$ cat src/rtl/alu_sequencer.sv
// ALU datapath sequencer: pops commands from FIFO_IN, runs add or
// shift-add multiply, pushes tagged results to FIFO_OUT.
module alu_sequencer #(
  parameter int OPERATION_SIZE = 2,
  parameter int DATA_WIDTH     = 12,
  parameter int FIFO_IN_WIDTH  = OPERATION_SIZE + 2 * DATA_WIDTH,
  parameter int FIFO_OUT_WIDTH = 2 * DATA_WIDTH + 1
) (
  input  logic                      clk,
  input  logic                      rst_n,
  input  logic [FIFO_IN_WIDTH-1:0]  in_rdata,
  input  logic                      in_empty,
  output logic                      r_en_in,
  input  logic                      out_full,
  output logic                      w_en_out,
  output logic [FIFO_OUT_WIDTH-1:0] out_wdata,
  output logic                      busy,
  output logic                      op_err
);

  localparam int PW = 2 * DATA_WIDTH;
  localparam int CW = $clog2(DATA_WIDTH + 1);

  localparam logic [2:0] IDLE     = 3'd0;
  localparam logic [2:0] POP      = 3'd1;
  localparam logic [2:0] LOAD     = 3'd2;
  localparam logic [2:0] EXEC_ADD = 3'd3;
  localparam logic [2:0] EXEC_MUL = 3'd4;
  localparam logic [2:0] PUSH     = 3'd5;

  localparam logic [OPERATION_SIZE-1:0] OP_ADD = OPERATION_SIZE'(1);
  localparam logic [OPERATION_SIZE-1:0] OP_MUL = OPERATION_SIZE'(2);

  logic [2:0]                state;
  logic [2:0]                state_nx;
  logic [PW-1:0]             a_q;
  logic [DATA_WIDTH-1:0]     b_q;
  logic [PW-1:0]             acc_q;
  logic [CW-1:0]             cnt_q;

  logic [OPERATION_SIZE-1:0] cmd_op;
  logic [DATA_WIDTH-1:0]     cmd_d1;
  logic [DATA_WIDTH-1:0]     cmd_d0;
  logic                      is_add;
  logic                      is_mul;
  logic [DATA_WIDTH:0]       sum;
  logic [PW-1:0]             acc_nx;
  logic                      mul_last;

  assign cmd_op = in_rdata[FIFO_IN_WIDTH-1 -: OPERATION_SIZE];
  assign cmd_d1 = in_rdata[PW-1:DATA_WIDTH];
  assign cmd_d0 = in_rdata[DATA_WIDTH-1:0];
  assign is_add = (cmd_op == OP_ADD);
  assign is_mul = (cmd_op == OP_MUL);

  assign sum      = {1'b0, a_q[DATA_WIDTH-1:0]} + {1'b0, b_q};
  // a_q is pre-shifted each step, so it always holds a << step index
  assign acc_nx   = acc_q + (b_q[0] ? a_q : '0);
  assign mul_last = (cnt_q == CW'(1));

  assign r_en_in  = (state == POP);
  assign w_en_out = (state == PUSH) && !out_full;
  assign busy     = (state != IDLE);
  assign op_err   = (state == LOAD) && !is_add && !is_mul;

  always_comb begin
    state_nx = state;
    unique case (state)
      IDLE:     if (!in_empty) state_nx = POP;
      POP:      state_nx = LOAD;
      LOAD: begin
        unique case (1'b1)
          is_add:  state_nx = EXEC_ADD;
          is_mul:  state_nx = EXEC_MUL;
          default: state_nx = IDLE;
        endcase
      end
      EXEC_ADD: state_nx = PUSH;
      EXEC_MUL: if (mul_last) state_nx = PUSH;
      PUSH:     if (!out_full) state_nx = IDLE;
      default:  state_nx = IDLE;
    endcase
  end

  always_ff @(posedge clk or negedge rst_n) begin
    if (!rst_n) begin
      state <= IDLE;
    end else begin
      state <= state_nx;
    end
  end

  always_ff @(posedge clk or negedge rst_n) begin
    if (!rst_n) begin
      a_q   <= '0;
      b_q   <= '0;
      acc_q <= '0;
      cnt_q <= '0;
    end else begin
      unique case (state)
        LOAD: begin
          a_q <= PW'(cmd_d0);
          b_q <= cmd_d1;
          if (is_mul) begin
            acc_q <= '0;
            cnt_q <= CW'(DATA_WIDTH);
          end
        end
        EXEC_MUL: begin
          acc_q <= acc_nx;
          a_q   <= a_q << 1;
          b_q   <= b_q >> 1;
          cnt_q <= cnt_q - CW'(1);
        end
        default: ;
      endcase
    end
  end

  // Result is latched on PUSH entry and held until the next PUSH
  always_ff @(posedge clk or negedge rst_n) begin
    if (!rst_n) begin
      out_wdata <= '0;
    end else begin
      unique case (1'b1)
        (state == EXEC_ADD):
          out_wdata <= FIFO_OUT_WIDTH'(sum);
        (state == EXEC_MUL) && mul_last:
          out_wdata <= {1'b1, acc_nx};
        default: ;
      endcase
    end
  end

endmodule

$ cat config.mk
export PLATFORM = sky130hd
export DESIGN_NAME = alu_sequencer
export DESIGN_NICKNAME = d
export VERILOG_FILES = /design/src/rtl/alu_sequencer.sv
export SDC_FILE = /design/constraint.sdc
export NUM_CORES = 1
export LEC_CHECK = 0
export CORE_ASPECT_RATIO = 1.5
export CORE_MARGIN = 4
export CORE_UTILIZATION = 52
export CTS_BUF_LIST = sky130_fd_sc_hd__clkbuf_8 sky130_fd_sc_hd__clkbuf_16
export DETAILED_ROUTE_END_ITERATION = 12
export HOLD_SLACK_MARGIN = 0.05
export PLACE_DENSITY = 0.77
export SYNTH_ARGS = -nofsm -noshare
export SYNTH_HDL_FRONTEND = slang
export SYNTH_SLANG_ARGS = --single-unit
export TNS_END_PERCENT = 50
$ cat constraint.sdc
create_clock -name clk -period 2.75 [get_ports clk]
set_clock_uncertainty 0.15 [all_clocks]
set_input_delay 0.55 -clock clk [delete_from_list [all_inputs] [get_ports clk]]
set_output_delay 0.55 -clock clk [all_outputs]
set_load 0.02 [all_outputs]
# Yosys cells after proc, flatten, opt, wreduce, memory -nomap -nowiden
# Index checks and enable logic that the tools add are counted.
dict set report classes {
  addsub 3
  eq_ne 12
  muxes 13
  n_reduce_logical 13
}
# cell count
set op_table {}
lappend op_table {{$pmux W24 S2} 2}
lappend op_table {{$pmux W25 S2} 1}
lappend op_table {{$mux W24} 2}
lappend op_table {{$add A24 B24 Y24} 1}
lappend op_table {{$pmux W12 S2} 1}
lappend op_table {{$pmux W3 S6} 1}
lappend op_table {{$add A12 B12 Y13} 1}
lappend op_table {{$mux W3} 3}
lappend op_table {{$ne A2 B2 Y1 const B} 4}
lappend op_table {{$pmux W4 S2} 1}
lappend op_table {{$eq A3 B2 Y1 const B} 2}
lappend op_table {{$eq A3 B3 Y1 const B} 2}
lappend op_table {{$pmux W3 S2} 1}
lappend op_table {{$eq A4 B1 Y1 const B} 1}
lappend op_table {{$logic_and A1 B1 Y1} 4}
lappend op_table {{$mux W4} 1}
lappend op_table {{$reduce_bool A2 Y1} 2}
lappend op_table {{$sub A4 B1 Y4 const B} 1}
lappend op_table {{$eq A3 B1 Y1 const B} 1}
lappend op_table {{$logic_not A1 Y1} 3}
lappend op_table {{$logic_not A3 Y1} 1}
lappend op_table {{$reduce_and A3 Y1} 1}
lappend op_table {{$reduce_bool A3 Y1} 1}
lappend op_table {{$eq A2 B1 Y1 const B} 1}
lappend op_table {{2 further kinds} 2}
dict set report word_totals {
  register_bits 92
  inputBits 30
  out_inout_bits 29
}

# Longest topological paths before layout
# Gate-level depths: netlist of the first run.
dict set report logic_depth {
  word_depth 4
  depth_mapped 10
  depth_no_buf 10
}

# Worst setup path after synthesis of the first run
# Ideal clock, no wire load.
dict set report synth_timing {
  path_kind {reg2reg}
  startpoint {register b_q[0]}
  endpoint {register acc_q[18]}
  arrival_ps 2504
  slack_ps -26
  stages_incl_launch_ff 11
  path_cell_list {dfrtp_1 -> ha_1 -> ha_1 -> inv_1 -> fa_1 -> nand2b_1 -> a21o_1 -> a2111o_1 -> a21oi_4 -> o21ai_2 -> a32o_1}
}
dict set report synth_via {
  elab_chain_cells 3
}
# item line
set synth_rtl {}
lappend synth_rtl {{from (decl)} 37} ;# logic [DATA_WIDTH-1:0] b_q;
lappend synth_rtl {{from (signal assigned)} 103} ;# b_q <= cmd_d1;
lappend synth_rtl {{from (signal assigned)} 112} ;# b_q <= b_q >> 1;
lappend synth_rtl {{$mux W24} 58} ;# assign acc_nx = acc_q + (b_q[0] ? a_q : '0);
lappend synth_rtl {{$add A24 B24 Y24} 58}
lappend synth_rtl {{$pmux W24 S2} 100} ;# unique case (state)
lappend synth_rtl {{to (signal assigned)} 110} ;# acc_q <= acc_nx;
lappend synth_rtl {{to (decl)} 38} ;# logic [PW-1:0] acc_q;
# Every way passes these cells.
# A chain may end at the register's enable or synchronous reset.

# Worst setup path after layout of the first run
# Same ends and word-level chain as after synthesis.

==> results of run 1 <==
-- final cells by class --
| type | instances | share of cell area (%) |
|---|---|---|
| flip-flops and latches | 92 | 31.26 |
| clock inverters | 5 | 1.120 |
| well taps | 147 | 2.495 |
| inverters | 14 | 0.7128 |
| clock buffers | 11 | 3.428 |
| multi-input cells | 519 | 47.69 |
| repair buffers | 106 | 13.29 |
-- flip-flops by register name, summed over array words and instances, names as in the netlist --
name and count:
a_q 24, acc_q 24, b_q 12, cnt_q 4
out_wdata 25, state 3
-- cell families (layout without fill, tap and decap cells) --
logic type               after synthesis  count (layout)  synth area share (%)
AND/OR/NAND/NOR                      243             243                 19.55
AO/OA/AOI/OAI                        212             212                 25.28
flip-flops                            92              92                 39.09
buffers and inverters                 55             136                 3.782
adder cells (fa/ha/maj)               39              39                 8.540
XOR/XNOR                              23              23                 3.421
multiplexers                           2               2                0.3399
-- power by group through the flow --
stage               combinational, uW  sequential [uW]  clock (uW)
floorplan                        3640             2420           0
global placement                 5310             2400           0
CTS                              5580             2400        1410
finish                           5810             2430        1400
global route                     6380             2500        1450
detailed placement               5470             2410           0
-- layer usage --
layer	vias to the layer above	track usage [%]	share of wire [%]
met5	-	0	0
met4	0	14.37	4.1
li1	2592	-	-
met3	44	2.935	3.9
met1	2588	28.80	38
met2	154	46.47	54
-- path summary, 6_finish.rpt --
check,startpoint,endpoint,slack (ns),cells past startpoint
max,b_q[0]$_DFFE_PN0P_,acc_q[18]$_DFFE_PN0P_,0.03,10
min,rst_n,acc_q[19]$_DFFE_PN0P_,0.06,1
max reg2reg,b_q[0]$_DFFE_PN0P_,acc_q[18]$_DFFE_PN0P_,0.03,10
min reg2reg,out_wdata[24]$_DFFE_PN0P_,out_wdata[24]$_DFFE_PN0P_,0.33,2
max in group asynchronous,rst_n,state[1]$_DFFE_PN0P_,1.69,2
min in group clk,out_wdata[24]$_DFFE_PN0P_,out_wdata[24]$_DFFE_PN0P_,0.33,2
-- stage by stage --
step | TNS, ns | utilization (%) | hold WS, ns
4_1_cts | -0.01455 | 65.29 | 0.07325
6_report | 0 | 66.68 | 0.05908
5_1_grt | -0.2782 | 66.68 | 0.09855
2_1_floorplan | 0 | - | 0.1044
3_3_place_gp | 0 | 61.91 | 0.3075
3_5_place_dp | -0.05553 | 61.91 | 0.3152
-- layout by cell type, fill, tap and decap left out, drive strengths merged, types with 4 or more instances in the layout --
cell type      instances
nor3                   9
nand3                 36
and2                  27
a21oi                 41
a31oi                 26
inv                   15
o31ai                  7
buf                   49
or3                    4
nand4                 11
dfrtp                 92
clkdlybuf4s50         56
o211ai                 7
o22ai                  4
nor2                  41
clkbuf                11
ha                    37
o21a                   6
nand2                 93
a211oi                11
a22o                  17
nand2b                 4
xnor2                 15
a21o                  20
o21ai                 45
xor2                   8
-- repair_timing --
action / 4_1_cts / 5_1_grt
setup endpoints to repair: 7 / 23
gates cloned: 0 / 1
setup buffers: 2 / 3
pin swaps: 4 / 7
resized for setup: 7 / 28
==> summary.md, run 1 <==
| Metric | Value |
|---|---|
| Io pins | `59` |
| Total design power | `9645 uW` |
| Root Driver | `clkbuf_16` |
| Clock share of power | `approximately 14%` |
| Final WL | `between 15 and 20 mm` |
| Layout cells sized above 1 | `14.46%` |
| Overall routing resource usage | `25.86%` |
| Cell taking the most area after synthesis | `dfrtp_1` |
| H-Tree Level Count | `3` |
| Overflow after GRT | `0` |
| Initial DRC count | `roughly 330` |
| Hold Path Class | `input pin to async pin` |
| Final RePlAce weighted congestion | `0.9014` |
| Post-Syn Nets | `approximately 740` |
| Max transition margin | `53.20%` |
| Filler cells | `940` |
| Max VDD drop | `0.0007072 V` |
| Top cells by count, synth | `nand2_1 (93), dfrtp_1 (92), o21ai_0 (42), nor2_1 (41)` |
| Vias in the first global route | `5,623` |
| Via count | `between 5,000 and 6,000` |
| First-pass GRT wire length | `26.81 mm` |
| Slew @ Worst Pin | `0.7004 ns` |
| Synthesis-stage register bit count | `a little over 90` |
| Switch Pwr | `4326 uW` |
| CP peak stage delay | `approximately 0.45 ns` |
| Post-synth top flop | `dfrtp_1` |
| Register area share after synthesis | `about two fifths` |
| Power density over the cells | `roughly 1300 mW/mm^2` |
| Row cnt | `47` |
| Initial antenna violation count | `0` |
| LEAKAGE | `0.003313 uW` |
| Fin nets | `811` |
| Inserted Diodes | `0` |
| CTS tree | `built` |
| Post-route DRC violation count | `0` |
| Mapped Area | `0.005889 sq mm` |
| Synth Warn # | `0` |
| Area after DPL | `0.006844 sq mm` |
| Pins Over Slew Limit | `0` |
| CTS buffer count | `9` |
| Slowest cell on crit path | `a2111o_1` |
| Clock Pin Slew Worst Setup and Hold Paths | `0.07 ns` |
| Period utilization | `99.09%` |
| Status | `finished, final reports clean` |
| Number of max-cap violations | `0` |
| Finished Cell Area | `around 0.0074 sq mm` |
| Req. time, crit path | `2.84 ns` |
| Switching fraction of total power | `44.85%` |
| Syn Area/Cell | `roughly 8.8 sq um` |
| Dpl ws | `-0.02946 ns` |
| Crit start category | `flop` |
| Final min period | `between 2 and 3 ns` |
| Pint | `~5300 uW` |
| Synth-to-layout area growth | `25.18%` |
| Synth top area cells | `dfrtp_1 (39%), ha_1 (7.9%), nand2_1 (5.9%), o21ai_0 (3.6%), a21oi_1 (3.1%)` |
| PnR worst setup slack | `0.02509 ns` |
| Power share of the combinational group | `60.2%` |
| HPWL after detailed placement | `about 12 mm` |
| Multi-input logic area | `around 0.0035 sq mm` |
| Yosys top cell area share | `about two fifths` |
| Worst path cell trace | `ha_4, ha_4, inv_2, fa_2, nand2b_4, a21o_1, a2111o_1, a21oi_4, o21ai_2, a32o_1` |
| TritonCTS sink count | `92` |
| Top cell by count, worst path | `ha_4` |
| Proportion of power drawn by flip-flops and latches | `25.2%` |
| Netlist cell types | `65` |
| Die Span X | `94.90 um` |
| Highest clock rate | `367.0 MHz` |
| Post-CTS Hold Buffers | `0` |
| Post-Synthesis Cells | `666` |
| Drt via density | `6.016` |
| Crit Path Max Fanout | `4` |
| Pin count of the biggest net entering global routing | `67` |
| EDFF count, synth | `0` |
| Port Buffers | `58` |
| Async set-reset flop share out of synthesis | `100.0%` |
| Post-route insts no fill | `894` |
| Crit Path Category | `flop to flop` |
| Crit. End Element | `flop` |
| Dpl cells | `slightly below 900` |
| Crit path buffers/inverters | `1` |
| Register Area | `0.002305 sq mm` |
| Top cell family by delay on the critical path | `compound AO/OA/AOI/OAI gates` |
| Final hold viol count | `0` |
| # setup viols final | `0` |
| Die Height | `138.3 um` |
| Clk_lat worst skew | `0.35 ns` |
| Critical Path AT | `about 2.8 ns` |
| Core box area | `0.01106 sq mm` |
| Most common cell in the netlist | `nand2_1` |
| Drt first pass iters | `5` |
| Wire length per cell | `between 15 and 20 um` |
| RSZ-0062 raised after global routing | `yes` |
| Die area | `between 0.01 and 0.015 sq mm` |
| Clk buf depth | `2` |
| Starting Density | `about 53%` |
| Routed Antenna Nets | `0` |
Note: power is estimated with default switching activity, not from simulation.
==> run 2: changes to the inputs <==
--- a/config.mk
+++ b/config.mk
@@ -10,7 +10,7 @@
 export CORE_UTILIZATION = 52
 export CTS_BUF_LIST = sky130_fd_sc_hd__clkbuf_8 sky130_fd_sc_hd__clkbuf_16
 export DETAILED_ROUTE_END_ITERATION = 12
-export HOLD_SLACK_MARGIN = 0.05
+export HOLD_SLACK_MARGIN = 0.1
 export PLACE_DENSITY = 0.77
 export SYNTH_ARGS = -nofsm -noshare
 export SYNTH_HDL_FRONTEND = slang
==> run 2 against run 1 <==
  * Core utilization rose by 0.090 points
  * Clock power barely moved
  * Hold slack improved by 0.27 ns
  * Sequential power barely moved
  * Via count rose by 0.73%
  * Cell area rose by 0.14%
  * Wire length rose by 0.30%
  * Die area did not move
  * Largest power group unchanged
  * Highest routed layer unchanged
==> summary.md, run 2 (synthesis gave the netlist of run 1 again) <==
| Metric | Value |
|---|---|
| Status | `finished, final reports clean (unchanged)` |
| Power density over the cells | `1307 mW/mm^2 (was 1308 mW/mm^2)` |
| RSZ-0062 raised after global routing | `yes (unchanged)` |
| Highest clock rate | `367.1 MHz (was 367.0 MHz)` |
| Initial antenna violation count | `0 (unchanged)` |
| Critical Path AT | `2.81 ns (about the same)` |
| Max reg flops | `25 (unchanged)` |
| Final hold viol count | `0 (unchanged)` |
| CTS tree | `built (unchanged)` |
| Die area | `0.01313 sq mm (unchanged)` |
| Row cnt | `47 (unchanged)` |
| Layout cells sized above 1 | `14.44% (was 14.46%)` |
| Overall routing resource usage | `25.88% (was 25.86%)` |
| Final RePlAce weighted congestion | `0.9014 (unchanged)` |
| Total design power | `9650 uW (was 9645 uW)` |
| Synth-to-layout area growth | `25.35% (was 25.18%)` |
| Drt via density | `6.053 (was 6.016)` |
| Slew @ Worst Pin | `0.6951 ns (was 0.7004 ns)` |
| First-pass GRT wire length | `26.83 mm (was 26.81 mm)` |
| Crit. End Element | `flop (unchanged)` |
| LEAKAGE | `0.003318 uW (was 0.003313 uW)` |
| Crit Path Max Fanout | `4 (unchanged)` |
| Pins Over Slew Limit | `0 (unchanged)` |
| Max VDD drop | `0.0007065 V (was 0.0007072 V)` |
| Io pins | `59 (unchanged)` |
| Final min period | `2.724 ns (was 2.725 ns)` |
| Max transition margin | `53.55% (was 53.20%)` |
| Clk_lat worst skew | `0.35 ns (about the same)` |
| # setup viols final | `0 (unchanged)` |
| Via count | `5,417 (was 5,378)` |
| Pin count of the biggest net entering global routing | `67 (unchanged)` |
| PnR worst setup slack | `0.02605 ns (was 0.02509 ns)` |
| Number of max-cap violations | `0 (unchanged)` |
| Clk buf depth | `2 (unchanged)` |
| Top reg by flops | `out_wdata (unchanged)` |
| Initial DRC count | `324 (was 326)` |
| Root Driver | `clkbuf_16 (unchanged)` |
| TritonCTS sink count | `92 (unchanged)` |
| H-Tree Level Count | `3 (unchanged)` |
| Crit start category | `flop (unchanged)` |
| Routed Antenna Nets | `0 (unchanged)` |
| Commonest non-fill, non-tap cell in the layout | `nand2_1 (unchanged)` |
| Core box area | `0.01106 sq mm (unchanged)` |
| Hold Path Class | `flop to flop (was input pin to async pin)` |
| Die Span X | `94.90 um (unchanged)` |
| Drt first pass iters | `5 (unchanged)` |
| Dpl ws | `-0.02946 ns (unchanged)` |
| Die Height | `138.3 um (unchanged)` |
| CTS buffer count | `9 (unchanged)` |
| Clock Pin Slew Worst Setup and Hold Paths | `0.07 ns (about the same)` |
| Fin nets | `812 (was 811)` |
| Final WL | `16.60 mm (was 16.55 mm)` |
| Vias in the first global route | `5,635 (was 5,623)` |
| HPWL after detailed placement | `11.94 mm (unchanged)` |
| Port Buffers | `58 (unchanged)` |
| Period utilization | `99.05% (was 99.09%)` |
| Largest registers | `out_wdata (25), a_q (24), acc_q (24) (unchanged)` |
| Overflow after GRT | `0 (unchanged)` |
| Most frequent cells in the layout | `nand2_1 (92), dfrtp_1 (90), clkdlybuf4s50_1 (56) (unchanged)` |
| Filler cells | `939 (was 940)` |
| Wire length per cell | `18.55 um (was 18.51 um)` |
| Req. time, crit path | `2.84 ns (about the same)` |
| Post-route DRC violation count | `0 (unchanged)` |
| Inserted Diodes | `0 (unchanged)` |
| Starting Density | `53.27% (unchanged)` |
| Crit Path Category | `flop to flop (unchanged)` |
## run 2: worst paths after layout
path | startpoint | to | slack (ns) | depth (start not counted)
max in group asynchronous | rst_n | state[1]$_DFFE_PN0P_ | 1.14 | 3
worst min-delay path | out_wdata[24]$_DFFE_PN0P_ | out_wdata[24]$_DFFE_PN0P_ | 0.33 | 2
min in group asynchronous | rst_n | acc_q[19]$_DFFE_PN0P_ | 0.60 | 2
worst max-delay path | b_q[0]$_DFFE_PN0P_ | acc_q[18]$_DFFE_PN0P_ | 0.03 | 10
worst max register to register | b_q[0]$_DFFE_PN0P_ | acc_q[18]$_DFFE_PN0P_ | 0.03 | 10
worst min register to register | out_wdata[24]$_DFFE_PN0P_ | out_wdata[24]$_DFFE_PN0P_ | 0.33 | 2
## run 2: layout make-up
type	count	area, sq um	area share [%]
inverters	14	52.55	0.7119
flip-flops and latches	92	2305	31.22
clock inverters	5	82.58	1.119
clock buffers	11	252.7	3.424
repair buffers	107	989.7	13.41
well taps	147	183.9	2.492
multi-input cells	519	3516	47.63
## run 2: worst max-delay path, cell delays in order (launching register included)
cell	delay (ns)
dfrtp_2	0.42
ha_4	0.16
ha_4	0.13
inv_2	0.03
fa_2	0.34
nand2b_4	0.15
a21o_1	0.20
a2111o_1	0.45
a21oi_4	0.25
o21ai_2	0.09
a32o_1	0.25
## run 2: what timing repair did
item	4_1_cts	5_1_grt
hold buffers	1	0
cloned	0	1
pin swaps	4	7
hold endpoints to repair	42	0
setup endpoints to repair	7	23
setup buffers	2	3
gates resized for setup	7	28
## run 2: layer usage
layer / global-route usage [%] / vias up / part of all wire, %
met5: 0 / - / 0
met4: 14.37 / 0 / 4.3
met3: 2.935 / 46 / 4.1
met2: 46.54 / 155 / 53
met1: 28.80 / 2617 / 38
li1: - / 2599 / -
## run 2: power by group
group / internal [uW] / leakage [uW] / switching (uW) / total, uW
sequential: 1920 / 0.00116 / 512 / 2430
clock: 850 / 0.000166 / 551 / 1400
combinational: 2550 / 0.00199 / 3270 / 5810
## run 2: stage by stage
| stage | hold slack [ns] | cells | util [%] | TNS [ns] | instance area, sq um |
|---|---|---|---|---|---|
| 6_report | 0.3264 | 895 | 66.77 | 0 | 7382 |
| 2_1_floorplan | 0.1044 | 666 | - | 0 | 5892 |
| 4_1_cts | 0.3310 | 891 | 65.38 | -0.01455 | 7228 |
| 3_5_place_dp | 0.3152 | 872 | 61.91 | -0.05553 | 6844 |
| 5_1_grt | 0.3687 | 895 | 66.77 | -0.2782 | 7382 |
| 3_3_place_gp | 0.3075 | 872 | 61.91 | 0 | 6844 |
